[src/rtl/blink_multi.sv]
// Multi-channel LED blinker: shared tick prescaler plus per-channel OFF/ON/BLINK/BURST sequencers.
// Config writes are single-cycle strobes; ack/err and channel outputs appear one cycle after the write.
module blink_multi #(
  parameter int FREQUENCY = 25_000_000,
  parameter int TICK_HZ   = 10,
  parameter int CHANNELS  = 4,
  parameter int CNT_W     = 8
) (
  input  logic                        clk_i,
  input  logic                        rst_i,
  input  logic                        wr_i,
  input  logic [$clog2(CHANNELS):0]   ch_i,
  input  logic [1:0]                  mode_i,
  input  logic [CNT_W-1:0]            half_i,
  input  logic [CNT_W-1:0]            burst_i,
  output logic                        ack_o,
  output logic                        err_o,
  output logic                        tick_o,
  output logic [CHANNELS-1:0]         blink_o
);

  localparam int T    = FREQUENCY / TICK_HZ;
  localparam int DIV  = T - 1;
  localparam int PW   = (T > 1) ? $clog2(T) : 1;
  localparam int CH_W = $clog2(CHANNELS) + 1;
  localparam int PH_W = CNT_W + 2;

  localparam logic [1:0] M_OFF   = 2'd0;
  localparam logic [1:0] M_ON    = 2'd1;
  localparam logic [1:0] M_BLINK = 2'd2;
  localparam logic [1:0] M_BURST = 2'd3;

  localparam logic [PH_W-1:0]  PH_ONE  = PH_W'(1);
  localparam logic [CNT_W-1:0] CNT_ONE = CNT_W'(1);

  typedef enum logic [1:0] {
    IDLE   = 2'd0,
    ON_PH  = 2'd1,
    OFF_PH = 2'd2,
    PAUSE  = 2'd3
  } state_t;

  // ------------------------------------------------------------------
  // Shared timebase
  // ------------------------------------------------------------------
  logic [PW-1:0] presc;
  logic          presc_wrap;

  assign presc_wrap = (presc == PW'(DIV));

  always_ff @(posedge clk_i) begin
    if (rst_i) begin
      presc  <= '0;
      tick_o <= 1'b0;
    end else begin
      presc  <= presc_wrap ? '0 : presc + PW'(1);
      tick_o <= presc_wrap;
    end
  end

  // ------------------------------------------------------------------
  // Write decode and handshake pulses
  // ------------------------------------------------------------------
  logic             ch_ok;
  logic             wr_ok;
  logic             wr_bad;
  logic [CNT_W-1:0] half_eff;

  assign ch_ok    = (ch_i < CH_W'(CHANNELS));
  assign wr_ok    = wr_i && ch_ok;
  assign wr_bad   = wr_i && !ch_ok;
  assign half_eff = (half_i == '0) ? CNT_ONE : half_i;

  always_ff @(posedge clk_i) begin
    if (rst_i) begin
      ack_o <= 1'b0;
      err_o <= 1'b0;
    end else begin
      ack_o <= wr_ok;
      err_o <= wr_bad;
    end
  end

  // ------------------------------------------------------------------
  // Per-channel sequencers
  // ------------------------------------------------------------------
  for (genvar g = 0; g < CHANNELS; g++) begin : g_ch
    state_t           state_q, state_d;
    logic [1:0]       mode_q, mode_d;
    logic [CNT_W-1:0] half_q, half_d;
    logic [CNT_W-1:0] burst_q, burst_d;
    logic [CNT_W-1:0] pulse_q, pulse_d;
    logic [PH_W-1:0]  phase_q, phase_d;
    logic             out_q, out_d;
    logic             sel;
    logic [PH_W-1:0]  len_m1;
    logic             phase_end;
    logic             burst_done;

    assign sel = wr_ok && (ch_i == CH_W'(g));

    // PAUSE lasts four half-periods; the other running phases last one.
    assign len_m1    = (state_q == PAUSE) ? ({half_q, 2'b00} - PH_ONE)
                                          : ({2'b00, half_q} - PH_ONE);
    assign phase_end = (phase_q == len_m1);

    // B==0 never completes a burst, so BURST degenerates to BLINK.
    assign burst_done = (mode_q == M_BURST) && (burst_q != '0)
                        && ((pulse_q + CNT_ONE) == burst_q);

    always_ff @(posedge clk_i) begin
      if (rst_i) begin
        state_q <= IDLE;
        mode_q  <= M_OFF;
        half_q  <= CNT_ONE;
        burst_q <= '0;
        pulse_q <= '0;
        phase_q <= '0;
        out_q   <= 1'b0;
      end else begin
        state_q <= state_d;
        mode_q  <= mode_d;
        half_q  <= half_d;
        burst_q <= burst_d;
        pulse_q <= pulse_d;
        phase_q <= phase_d;
        out_q   <= out_d;
      end
    end

    always_comb begin
      state_d = state_q;
      mode_d  = mode_q;
      half_d  = half_q;
      burst_d = burst_q;
      pulse_d = pulse_q;
      phase_d = phase_q;
      if (sel) begin
        // A write always restarts the channel and swallows a coincident tick.
        mode_d  = mode_i;
        half_d  = half_eff;
        burst_d = burst_i;
        pulse_d = '0;
        phase_d = '0;
        state_d = (mode_i == M_BLINK || mode_i == M_BURST) ? ON_PH : IDLE;
      end else if (tick_o && state_q != IDLE) begin
        if (!phase_end) begin
          phase_d = phase_q + PH_ONE;
        end else begin
          phase_d = '0;
          case (state_q)
            ON_PH: begin
              pulse_d = pulse_q + CNT_ONE;
              state_d = burst_done ? PAUSE : OFF_PH;
            end
            OFF_PH: begin
              state_d = ON_PH;
            end
            PAUSE: begin
              pulse_d = '0;
              state_d = ON_PH;
            end
            default: begin
              state_d = IDLE;
            end
          endcase
        end
      end
    end

    always_comb begin
      out_d = (state_d == ON_PH) || (state_d == IDLE && mode_d == M_ON);
    end

    assign blink_o[g] = out_q;
  end

endmodule
[config.mk]
export PLATFORM = sky130hd
export DESIGN_NAME = blink_multi
export DESIGN_NICKNAME = d
export VERILOG_FILES = /design/src/rtl/blink_multi.sv
export SDC_FILE = /design/constraint.sdc
export NUM_CORES = 1
export LEC_CHECK = 0
export CORE_ASPECT_RATIO = 0.5
export CORE_MARGIN = 2
export CORE_UTILIZATION = 50
export DETAILED_ROUTE_END_ITERATION = 7
export PLACE_DENSITY = 0.7
export SYNTH_ARGS = -nofsm -noshare
export SYNTH_HDL_FRONTEND = slang
export SYNTH_SLANG_ARGS = --single-unit
export TNS_END_PERCENT = 10
[constraint.sdc]
create_clock -name clk_i -period 2.8 [get_ports clk_i]
set_input_delay 0.42 -clock clk_i [delete_from_list [all_inputs] [get_ports clk_i]]
set_output_delay 0.42 -clock clk_i [all_outputs]
set_load 0.05 [all_outputs]
==> metrics.md, run 1 <==
| Metric | Value |
|---|---|
| Drt wl/cell | 16.4 um |
| Routed vias/inst | 5.82 |
| Worst EP required | 3.14 ns |
| Final Hold Vio Count | 0 |
| Initial antenna violation count | 0 |
| CP max stage cell | or3_4 |
| CP top delay family | simple AND/OR/NAND/NOR gates |
| Peak Freq | 343 MHz |
| Reg2reg start | g_ch[1].half_q[0]$_SDFFE_PP1P_ |
| CTS tree | yes |
| Hold Path Class | reg -> reg |
| Hold path endpoint | g_ch[2].pulse_q[7]$_SDFFE_PP0P_ |
| Routed wire length | 29.6 mm |
| Filler cells | 1791 |
| Slew Limit Fails | 0 |
| Final core occ | 0.631 |
| Setup TNS | -0.857 ns |
| Clock network fraction of total power | 0.421 |
| Core area | 0.0209 mm2 |
| FF+latch count, synth | 181 |
| Vias in the first global route | 9680 |
| Share of cells above drive strength 1 | 0.186 |
| Crit path arrival time | 3.25 ns |
| CTS sink cnt | 181 |
| Clock Path Buffers | 2 |
| Max stage delay on crit path | 0.40 ns |
| Commonest non-fill, non-tap cells in the layout | 216 x nand2_1, 175 x dfxtp_1, 134 x buf_4, 125 x nor2_1, 114 x a21oi_1 |
| Worst r2r dst | g_ch[1].pulse_q[7]$_SDFFE_PP0P_ |
| Reg2Reg Setup Slack | -0.12 ns |
| Setup CP Type | reg -> reg |
| Pleak | 4.85 nW |
| Power per cell area | 428 mW/mm2 |
| Yosys warnings | 0 |
| HPWL after detailed placement | 20.9 mm |
| Outcome | finished with violations |
| Post-route DRC violation count | 0 |
| Post-synth design cell area | 0.0108 mm2 |
| Crit-path max FO | 8 |
| Net Sw Power | 1.48 mW |
| Slew margin rel. | 0.413 |
| Final setup vio count | 16 |
| Syn_nets | 1431 |
| Buffers on Ports | 30 |
| Post-route ant nets | 0 |
| FFs w/ async S/R, synth | 0 |
| Largest net degree at the start of global routing | 40 |
| Sequential area share after synthesis | 0.335 |
| Worst path buffer plus inverter count | 1 |
| Netlist cell types | 92 |
| Switching portion of total power | 0.263 |
| GR Overflow Total | 0 |
| Cells on worst reg2reg path | 10 |
| Combinational power share | 0.111 |
| Hold Crit Start | g_ch[2].pulse_q[7]$_SDFFE_PP0P_ |
| CTS H-tree lvls | 4 |
| First-pass GRT wire length | 47.5 mm |
| Cells after Synth | 1394 |
| Fin crit period | 2.92 ns |
| Top FF cell, synth | dfxtp_1 |
| Initial cell density of the core | 0.518 |
| RSZ-0062 raised after global routing | true |
| Worst-path cell chain | inv_2 > ha_4 > or3b_4 > a221oi_2 > xor2_1 > nand4_1 > or3_4 > or2_4 > o311a_1 > a31o_2 |
| GRT Overall Usage | 0.259 |
| Drt first pass iters | 5 |
| CP Capture Type | flop |
| Max-cap viol count | 0 |
| Die area | 0.0229 mm2 |
| Actual slew at the worst max-slew pin | 0.877 ns |
| Startpoint Class | flop |
| Io pins | 31 |
| Worst-skew pair later-pin latency | 0.45 ns |
| Final hold slack | 0.467 ns |
| CTS clock-pin slew for the worst setup and hold paths | 0.07 ns |
| Die width | 212 um |
| Cts bufs inserted | 17 |
| Placement Setup Slack | -0.156 ns |
| Sequential cell area | 0.00363 mm2 |
| Area delta synth->final | 21.9% |
| Root Driver | clkbuf_16 |
| Area of the multi-input gates | 0.00706 mm2 |
| Post-synth EDFFs | 0 |
| N_diodes | 0 |
| Setup ws final | -0.116 ns |
| Routability congestion estimate | 0.918 |
| Vias post-DR | 10500 |
| P_int | 4.16 mW |
| Die H | 108 um |
| Hold depth | 2 |
| Commonest non-fill, non-tap cell in the layout | nand2_1 |
| Cell row count | 37 |
| Sequential power share | 0.467 |
| Clock Skews | 0.0110 ns |
| DRT iter0 DRCs | 872 |
| Max VDD drop | 0.000410 V |
| Failing checks | setup timing |
| Nets | 1535 |
| Post-synthesis average cell area | 7.75 um2 |
| CTS Hold Bufs | 0 |
| Pwr Total | 5.64 mW |
| Post-route clock period utilization | 1.04 |
| CP startpoint | g_ch[1].half_q[0]$_SDFFE_PP1P_ |
[per-stage QoR]
| stage | cells | area (um2) |
|---|---|---|
| 2_1_floorplan | 1394 | 10900 |
| 3_3_place_gp | 1756 | 12200 |
| 3_5_place_dp | 1756 | 12200 |
| 4_1_cts | 1799 | 12900 |
| 5_1_grt | 1803 | 13200 |
| 6_report | 1803 | 13200 |
[power by group through the flow]
| stage | sequential (mW) | clock (mW) | combinational, mW |
|---|---|---|---|
| detailed placement | 2.70 | 0 | 0.548 |
| global route | 2.64 | 2.52 | 0.676 |
| floorplan | 2.69 | 0 | 0.336 |
| CTS | 2.64 | 2.41 | 0.567 |
| global placement | 2.69 | 0 | 0.539 |
| finish | 2.64 | 2.38 | 0.627 |
[what timing repair did]
item / CTS / global route
resized for setup: 27 / 60
endpoints found under the setup margin: 38 / 80
buffers inserted: 11 / 5
pin swaps: 21 / 30
[worst register-to-register path, cell delays in order (launching register included)]
cell	delay [ns]
dfxtp_2	0.32
inv_2	0.06
ha_4	0.12
or3b_4	0.39
a221oi_2	0.26
xor2_1	0.27
nand4_1	0.18
or3_4	0.40
or2_4	0.29
o311a_1	0.30
a31o_2	0.21
[flip-flops by register name (all words and copies together) (netlist names), 4 cells and up]
signal        flops
g_ch.half_q      32
g_ch.phase_q     40
g_ch.mode_q       8
presc            22
g_ch.pulse_q     32
g_ch.out_q        4
g_ch.burst_q     32
g_ch.state_q      8
[Yosys cell counts, drive strengths merged, types with 17 or more instances]
master,n,share of area
inv,29,0.010
and3,31,0.018
nor2,125,0.043
nand2b,17,0.0098
clkbuf,75,0.026
o211ai,19,0.013
or3,18,0.010
a21oi,116,0.054
nor3,32,0.016
xor2,66,0.053
nor4,18,0.012
nand4,28,0.019
nand3,61,0.028
dfxtp,181,0.34
o21ai,37,0.017
xnor2,70,0.057
nand2,217,0.075
[worst max path at each step]
stage                                 endpoint  slack (ns)  cells after the start
6_report       g_ch[1].pulse_q[7]$_SDFFE_PP0P_       -0.12                     10
5_1_grt               g_ch[3].out_q$_SDFF_PP0_       -0.23                     10
4_1_cts        g_ch[3].pulse_q[3]$_SDFFE_PP0P_        -0.1                     10
3_5_place_dp          g_ch[2].out_q$_SDFF_PP0_       -0.16                     10
2_1_floorplan  g_ch[2].pulse_q[0]$_SDFFE_PP0P_       -0.12                     12
3_3_place_gp   g_ch[3].pulse_q[3]$_SDFFE_PP0P_       -0.03                     10
[layout make-up]
type	count	share of cell area
multi-input combinational	1093	0.536
sequential	181	0.276
timing repair buffer	176	0.110
clock buffer	20	0.0339
tap	292	0.0277
clock inverter	12	0.00902
inverter	29	0.00845
[layer usage]
metal / vias to the layer above / track usage / part of all wire
met4: 0 / 0.0860 / 0.020
met3: 47 / 0.0604 / 0.057
met1: 5009 / 0.341 / 0.47
met5: - / 0 / 0
li1: 5153 / - / -
met2: 292 / 0.423 / 0.46
[logic make-up after synthesis]
group                      share of synthesized area
DFF                                            0.335
buffers and inverters                         0.0449
muxes                                         0.0132
xor gates and xnor gates                       0.114
adders and majority gates                     0.0160
and+or+nand+nor                                0.293
AOI/OAI and AO/OA                              0.183
No activity file was read; power rests on OpenSTA's default activity.
==> run 2, diff against run 1 <==
--- a/config.mk
+++ b/config.mk
@@ -5,7 +5,7 @@
 export SDC_FILE = /design/constraint.sdc
 export NUM_CORES = 1
 export LEC_CHECK = 0
-export CORE_ASPECT_RATIO = 0.5
+export CORE_ASPECT_RATIO = 1.4
 export CORE_MARGIN = 2
 export CORE_UTILIZATION = 50
 export DETAILED_ROUTE_END_ITERATION = 7
==> run 2 against run 1 <==
  * The run still ends with setup timing left
  * Design area decreased by 0.78%
  * First-iteration DRC count decreased by 32%
  * Fmax about the same
  * Sequential share of layout area increased by 0.22 points
  * Critical endpoint is now g_ch[0].pulse_q[3]$_SDFFE_PP0P_
==> metrics.md, run 2 (same netlist as run 1, synthesis figures left out) <==
| Metric | Value |
|---|---|
| Die H | 178 um |
| Setup CP Type | reg -> reg |
| Commonest non-fill, non-tap cell in the layout | nand2_1 |
| P_int | 4.17 mW |
| Area delta synth->final | 21.0% |
| Post-route ant nets | 0 |
| Filler cells | 1871 |
| Final Hold Vio Count | 0 |
| CTS clock-pin slew for the worst setup and hold paths | 0.08 ns |
| Clock Path Buffers | 2 |
| Die width | 128 um |
| Reg2Reg Setup Slack | -0.12 ns |
| Hold Crit Start | g_ch[2].pulse_q[0]$_SDFFE_PP0P_ |
| CTS Hold Bufs | 0 |
| Core area | 0.0212 mm2 |
| Final setup vio count | 17 |
| Post-route clock period utilization | 1.04 |
| Sequential power share | 0.460 |
| Hold path endpoint | g_ch[2].pulse_q[0]$_SDFFE_PP0P_ |
| Vias in the first global route | 9881 |
| Nets | 1533 |
| RSZ-0062 raised after global routing | true |
| Placement Setup Slack | -0.148 ns |
| Initial cell density of the core | 0.510 |
| Post-route DRC violation count | 0 |
| Max VDD drop | 0.000456 V |
| Final hold slack | 0.469 ns |
| Routed vias/inst | 5.92 |
| Crit-path max FO | 5 |
| Combinational power share | 0.106 |
| Largest net degree at the start of global routing | 32 |
| Crit path arrival time | 3.25 ns |
| Routability congestion estimate | 0.919 |
| Outcome | finished with violations |
| Reg2reg start | g_ch[0].half_q[1]$_SDFFE_PP0P_ |
| Setup ws final | -0.117 ns |
| Pleak | 4.81 nW |
| Fin crit period | 2.92 ns |
| CTS sink cnt | 181 |
| GRT Overall Usage | 0.258 |
| Drt wl/cell | 16.7 um |
| Hold depth | 1 |
| Hold Path Class | reg -> reg |
| Most used cell, CP | buf_6 |
| First-pass GRT wire length | 47.7 mm |
| DRT iter0 DRCs | 590 |
| Worst r2r dst | g_ch[0].pulse_q[3]$_SDFFE_PP0P_ |
| Power per cell area | 438 mW/mm2 |
| CTS tree | yes |
| Peak Freq | 343 MHz |
| N_diodes | 0 |
| Drt first pass iters | 6 |
| CP Capture Type | flop |
| Worst-path cell chain | inv_2 > ha_4 > or4b_4 > buf_6 > or3_4 > nand4_1 > o2111ai_2 > nor4_2 > buf_4 > nand3_4 > buf_6 > o211ai_1 > o21ai_1 |
| Initial antenna violation count | 0 |
| Largest Register | g_ch.phase_q |
| Clock Skews | 0.0146 ns |
| Die area | 0.0228 mm2 |
| Actual slew at the worst max-slew pin | 0.759 ns |
| Failing checks | setup timing |
| Commonest non-fill, non-tap cells in the layout | 215 x nand2_1, 175 x dfxtp_1, 136 x buf_4, 125 x nor2_1, 113 x a21oi_1 |
| Slew Limit Fails | 0 |
| Cells on worst reg2reg path | 13 |
| Worst EP required | 3.13 ns |
| Cts bufs inserted | 17 |
| Cell row count | 63 |
| CP max stage cell | or4b_4 |
| GR Overflow Total | 0 |
| Switching portion of total power | 0.272 |
| Buffers on Ports | 30 |
| Slew margin rel. | 0.492 |
| Net Sw Power | 1.56 mW |
| CP startpoint | g_ch[0].half_q[1]$_SDFFE_PP0P_ |
| Clock network fraction of total power | 0.434 |
| HPWL after detailed placement | 21.6 mm |
| Max-cap viol count | 0 |
| Routed wire length | 29.5 mm |
| Share of cells above drive strength 1 | 0.181 |
| Largest register FFs | 40 |
| CTS H-tree lvls | 4 |
| Startpoint Class | flop |
| Io pins | 31 |
| Max stage delay on crit path | 0.48 ns |
| Worst-skew pair later-pin latency | 0.45 ns |
| Root Driver | clkbuf_16 |
| Vias post-DR | 10500 |
[run 2: how the worst max path moves through the flow]
stage                                       to  slack (ns)
2_1_floorplan  g_ch[2].pulse_q[0]$_SDFFE_PP0P_       -0.12
3_3_place_gp     g_ch[0].state_q[0]$_SDFF_PP0_       -0.07
3_5_place_dp          g_ch[0].out_q$_SDFF_PP0_       -0.15
4_1_cts        g_ch[3].pulse_q[3]$_SDFFE_PP0P_       -0.05
5_1_grt        g_ch[0].pulse_q[3]$_SDFFE_PP0P_       -0.22
6_report       g_ch[0].pulse_q[3]$_SDFFE_PP0P_       -0.12
[run 2: timing repair]
item                                    CTS  global route
resized for setup                        16            50
endpoints found under the setup margin   27            68
setup buffers                             2             3
pin swaps                                 9            25
[run 2: cell type report]
class / count / area, um2 / area share
Multi-Input combinational cell: 1093 / 6970 / 0.533
Sequential cell: 181 / 3630 / 0.278
Timing Repair Buffer: 174 / 1430 / 0.110
Clock buffer: 17 / 425 / 0.0325
Tap cell: 260 / 325 / 0.0249
Clock inverter: 15 / 179 / 0.0137
Inverter: 29 / 111 / 0.00852
[run 2: critical path, delay by kind of cell (launching register included)]
| family | cells | cell delay [ns] |
|---|---|---|
| AND/OR/NAND/NOR | 5 | 1.33 |
| buffers and inverters | 4 | 0.59 |
| AO/OA/AOI/OAI | 3 | 0.40 |
| flip-flops | 1 | 0.34 |
| adder cells (fa/ha/maj) | 1 | 0.14 |
[run 2: metal layers]
metal  wire length, um  part of all wire  GRT usage
met1             12000              0.41      0.292
met2             15600              0.53      0.477
met3               992             0.034     0.0351
met4              1020             0.035      0.113
met5                 0                 0          0
[run 2: metrics by stage]
stage | cell area [um2] | TNS, ns | utilization | power [mW] | std cells
after detailed placement | 12200 | -1.35 | 0.576 | 3.26 | 1732
after CTS | 12900 | -0.349 | 0.607 | 5.74 | 1766
after global routing | 13100 | -5.64 | 0.617 | 5.93 | 1769
after floorplan | 10900 | -1.59 | - | 3.02 | 1394
final | 13100 | -0.732 | 0.617 | 5.73 | 1769
after global placement | 12200 | -0.342 | 0.576 | 3.25 | 1732
[run 2: power groups by stage]
stage | Clock (mW) | Combinational [mW] | Sequential, mW
3_3_place_gp | 0 | 0.557 | 2.69
5_1_grt | 2.63 | 0.654 | 2.64
3_5_place_dp | 0 | 0.561 | 2.69
6_report | 2.49 | 0.606 | 2.64
4_1_cts | 2.53 | 0.576 | 2.63
2_1_floorplan | 0 | 0.336 | 2.69
==> run 3, diff against run 2 <==
--- a/config.mk
+++ b/config.mk
@@ -7,9 +7,10 @@
 export LEC_CHECK = 0
 export CORE_ASPECT_RATIO = 1.4
 export CORE_MARGIN = 2
-export CORE_UTILIZATION = 50
+export CORE_UTILIZATION = 34
 export DETAILED_ROUTE_END_ITERATION = 7
-export PLACE_DENSITY = 0.7
+export HOLD_SLACK_MARGIN = 0.1
+export PLACE_DENSITY = 0.52
 export SYNTH_ARGS = -nofsm -noshare
 export SYNTH_HDL_FRONTEND = slang
 export SYNTH_SLANG_ARGS = --single-unit
==> run 3 against run 2 <==
  * Via count is 1.4% lower
  * Highest routed layer unchanged
  * Critical path depth fell by 3
  * Sequential share of layout area down 0.44 points
  * The flow still finishes with violations (setup timing)
  * Non-clock buffer count is 12 higher
  * Final cell count up 8.1%
==> metrics.md, run 3 (same netlist as run 1, synthesis figures left out) <==
| Metric | Value |
|---|---|
| Outcome | finished with violations |
| Failing checks | setup timing |
| CTS Hold Bufs | 0 |
| Max-cap viol count | 0 |
| Final Hold Vio Count | 0 |
| Share of cells above drive strength 1 | 0.181 |
| CP max stage cell | or4b_4 |
| Filler cells | 3171 |
| Post-route clock period utilization | 1.04 |
| Hold Path Class | in -> reg |
| Setup ws final | -0.102 ns |
| CTS tree | yes |
| DRT iter0 DRCs | 618 |
| Initial cell density of the core | 0.344 |
| Pleak | 4.86 nW |
| Final setup vio count | 9 |
| Die H | 215 um |
| Reg2reg start | g_ch[3].half_q[1]$_SDFFE_PP0P_ |
| CP Capture Type | flop |
| Root Driver | clkbuf_16 |
| CTS sink cnt | 181 |
| Setup CP Type | reg -> reg |
| Core area | 0.0314 mm2 |
| Cell row count | 77 |
| Post-route DRC violation count | 0 |
| Commonest non-fill, non-tap cell in the layout | nand2_1 |
| GR Overflow Total | 0 |
| Worst-skew pair later-pin latency | 0.45 ns |
| Crit-path max FO | 5 |
| Buffers on Ports | 30 |
| CP top delay family | simple AND/OR/NAND/NOR gates |
| Area delta synth->final | 22.8% |
| Drt first pass iters | 5 |
| Final core occ | 0.423 |
| CTS clock-pin slew for the worst setup and hold paths | 0.07 ns |
| HPWL after detailed placement | 23.4 mm |
| Largest Register | g_ch.phase_q |
| Vias post-DR | 10300 |
| Post-route ant nets | 0 |
| Die area | 0.0333 mm2 |
| Slew margin rel. | 0.432 |
| Routed vias/inst | 5.40 |
| Cts bufs inserted | 17 |
| Final hold slack | 0.459 ns |
| GRT Overall Usage | 0.191 |
| Worst-path cell chain | inv_2 > ha_4 > or4b_4 > or3_4 > and2_4 > a311o_1 > nor3b_4 > nand4_4 > or4_4 > a21oi_2 |
| Max VDD drop | 0.000341 V |
| Hold Crit Start | rst_i |
| Die width | 155 um |
| Crit path arrival time | 3.28 ns |
| Startpoint Class | flop |
| Routability congestion estimate | 0.878 |
| Actual slew at the worst max-slew pin | 0.849 ns |
| Commonest non-fill, non-tap cells in the layout | 216 x nand2_1, 177 x dfxtp_1, 149 x buf_4, 124 x nor2_1, 111 x a21oi_1 |
| Pwr Total | 5.73 mW |
| N_diodes | 0 |
| Initial antenna violation count | 0 |
| Peak Freq | 345 MHz |
| Power per cell area | 432 mW/mm2 |
| Max stage delay on crit path | 0.46 ns |
| RSZ-0062 raised after global routing | true |
| CP startpoint | g_ch[3].half_q[1]$_SDFFE_PP0P_ |
| Worst path buffer plus inverter count | 1 |
| Vias in the first global route | 10100 |
| Largest net degree at the start of global routing | 27 |
| Slew Limit Fails | 0 |
| Largest register FFs | 40 |
| CTS H-tree lvls | 4 |
| Drt wl/cell | 16.5 um |
| Fin crit period | 2.90 ns |
| Clock Skews | 0.00813 ns |
| Clock Path Buffers | 2 |
| Nets | 1545 |
| Routed wire length | 31.5 mm |
| Setup TNS | -0.280 ns |
| First-pass GRT wire length | 51.5 mm |
| Io pins | 31 |
| Worst EP required | 3.18 ns |
-- run 3: timing repair --
item / CTS / global route
resized for setup: 18 / 39
setup buffers: 0 / 3
endpoints found under the setup margin: 38 / 80
pin swaps: 8 / 20
-- run 3: through the flow --
stage / instance area (um2) / setup WS [ns] / instances
global placement: 12500 / -0.112 / 1881
CTS: 13100 / -0.0894 / 1910
floorplan: 10900 / -0.116 / 1394
finish: 13300 / -0.102 / 1913
detailed placement: 12500 / -0.138 / 1881
global route: 13300 / -0.201 / 1913
-- run 3: layout make-up --
| type | instances | area [um2] | share of cell area |
|---|---|---|---|
| inverter | 29 | 111 | 0.00839 |
| clock inverter | 8 | 128 | 0.00961 |
| tap | 395 | 494 | 0.0372 |
| multi-input combinational | 1093 | 6940 | 0.522 |
| sequential | 181 | 3630 | 0.273 |
| clock buffer | 21 | 460 | 0.0347 |
| timing repair buffer | 186 | 1520 | 0.114 |
-- run 3: metal layers --
metal	global-route usage	up-vias	part of all wire
met2	0.354	180	0.52
li1	-	5167	-
met1	0.218	4923	0.42
met4	0.0747	0	0.029
met3	0.0286	51	0.029
met5	0	-	0
-- run 3: final timing paths --
path | endpoint | slack [ns] | cells past startpoint
setup / recovery | g_ch[3].pulse_q[3]$_SDFFE_PP0P_ | -0.10 | 10
hold / removal | g_ch[2].burst_q[2]$_SDFFE_PP0P_ | 0.46 | 2
setup reg to reg | g_ch[3].pulse_q[3]$_SDFFE_PP0P_ | -0.10 | 10
hold reg to reg | presc[0]$_SDFF_PP0_ | 0.46 | 1
-- run 3: power by group --
group          switching (mW)  internal [mW]
Sequential             0.0334           2.60
Combinational           0.331          0.274
Clock                    1.05           1.44
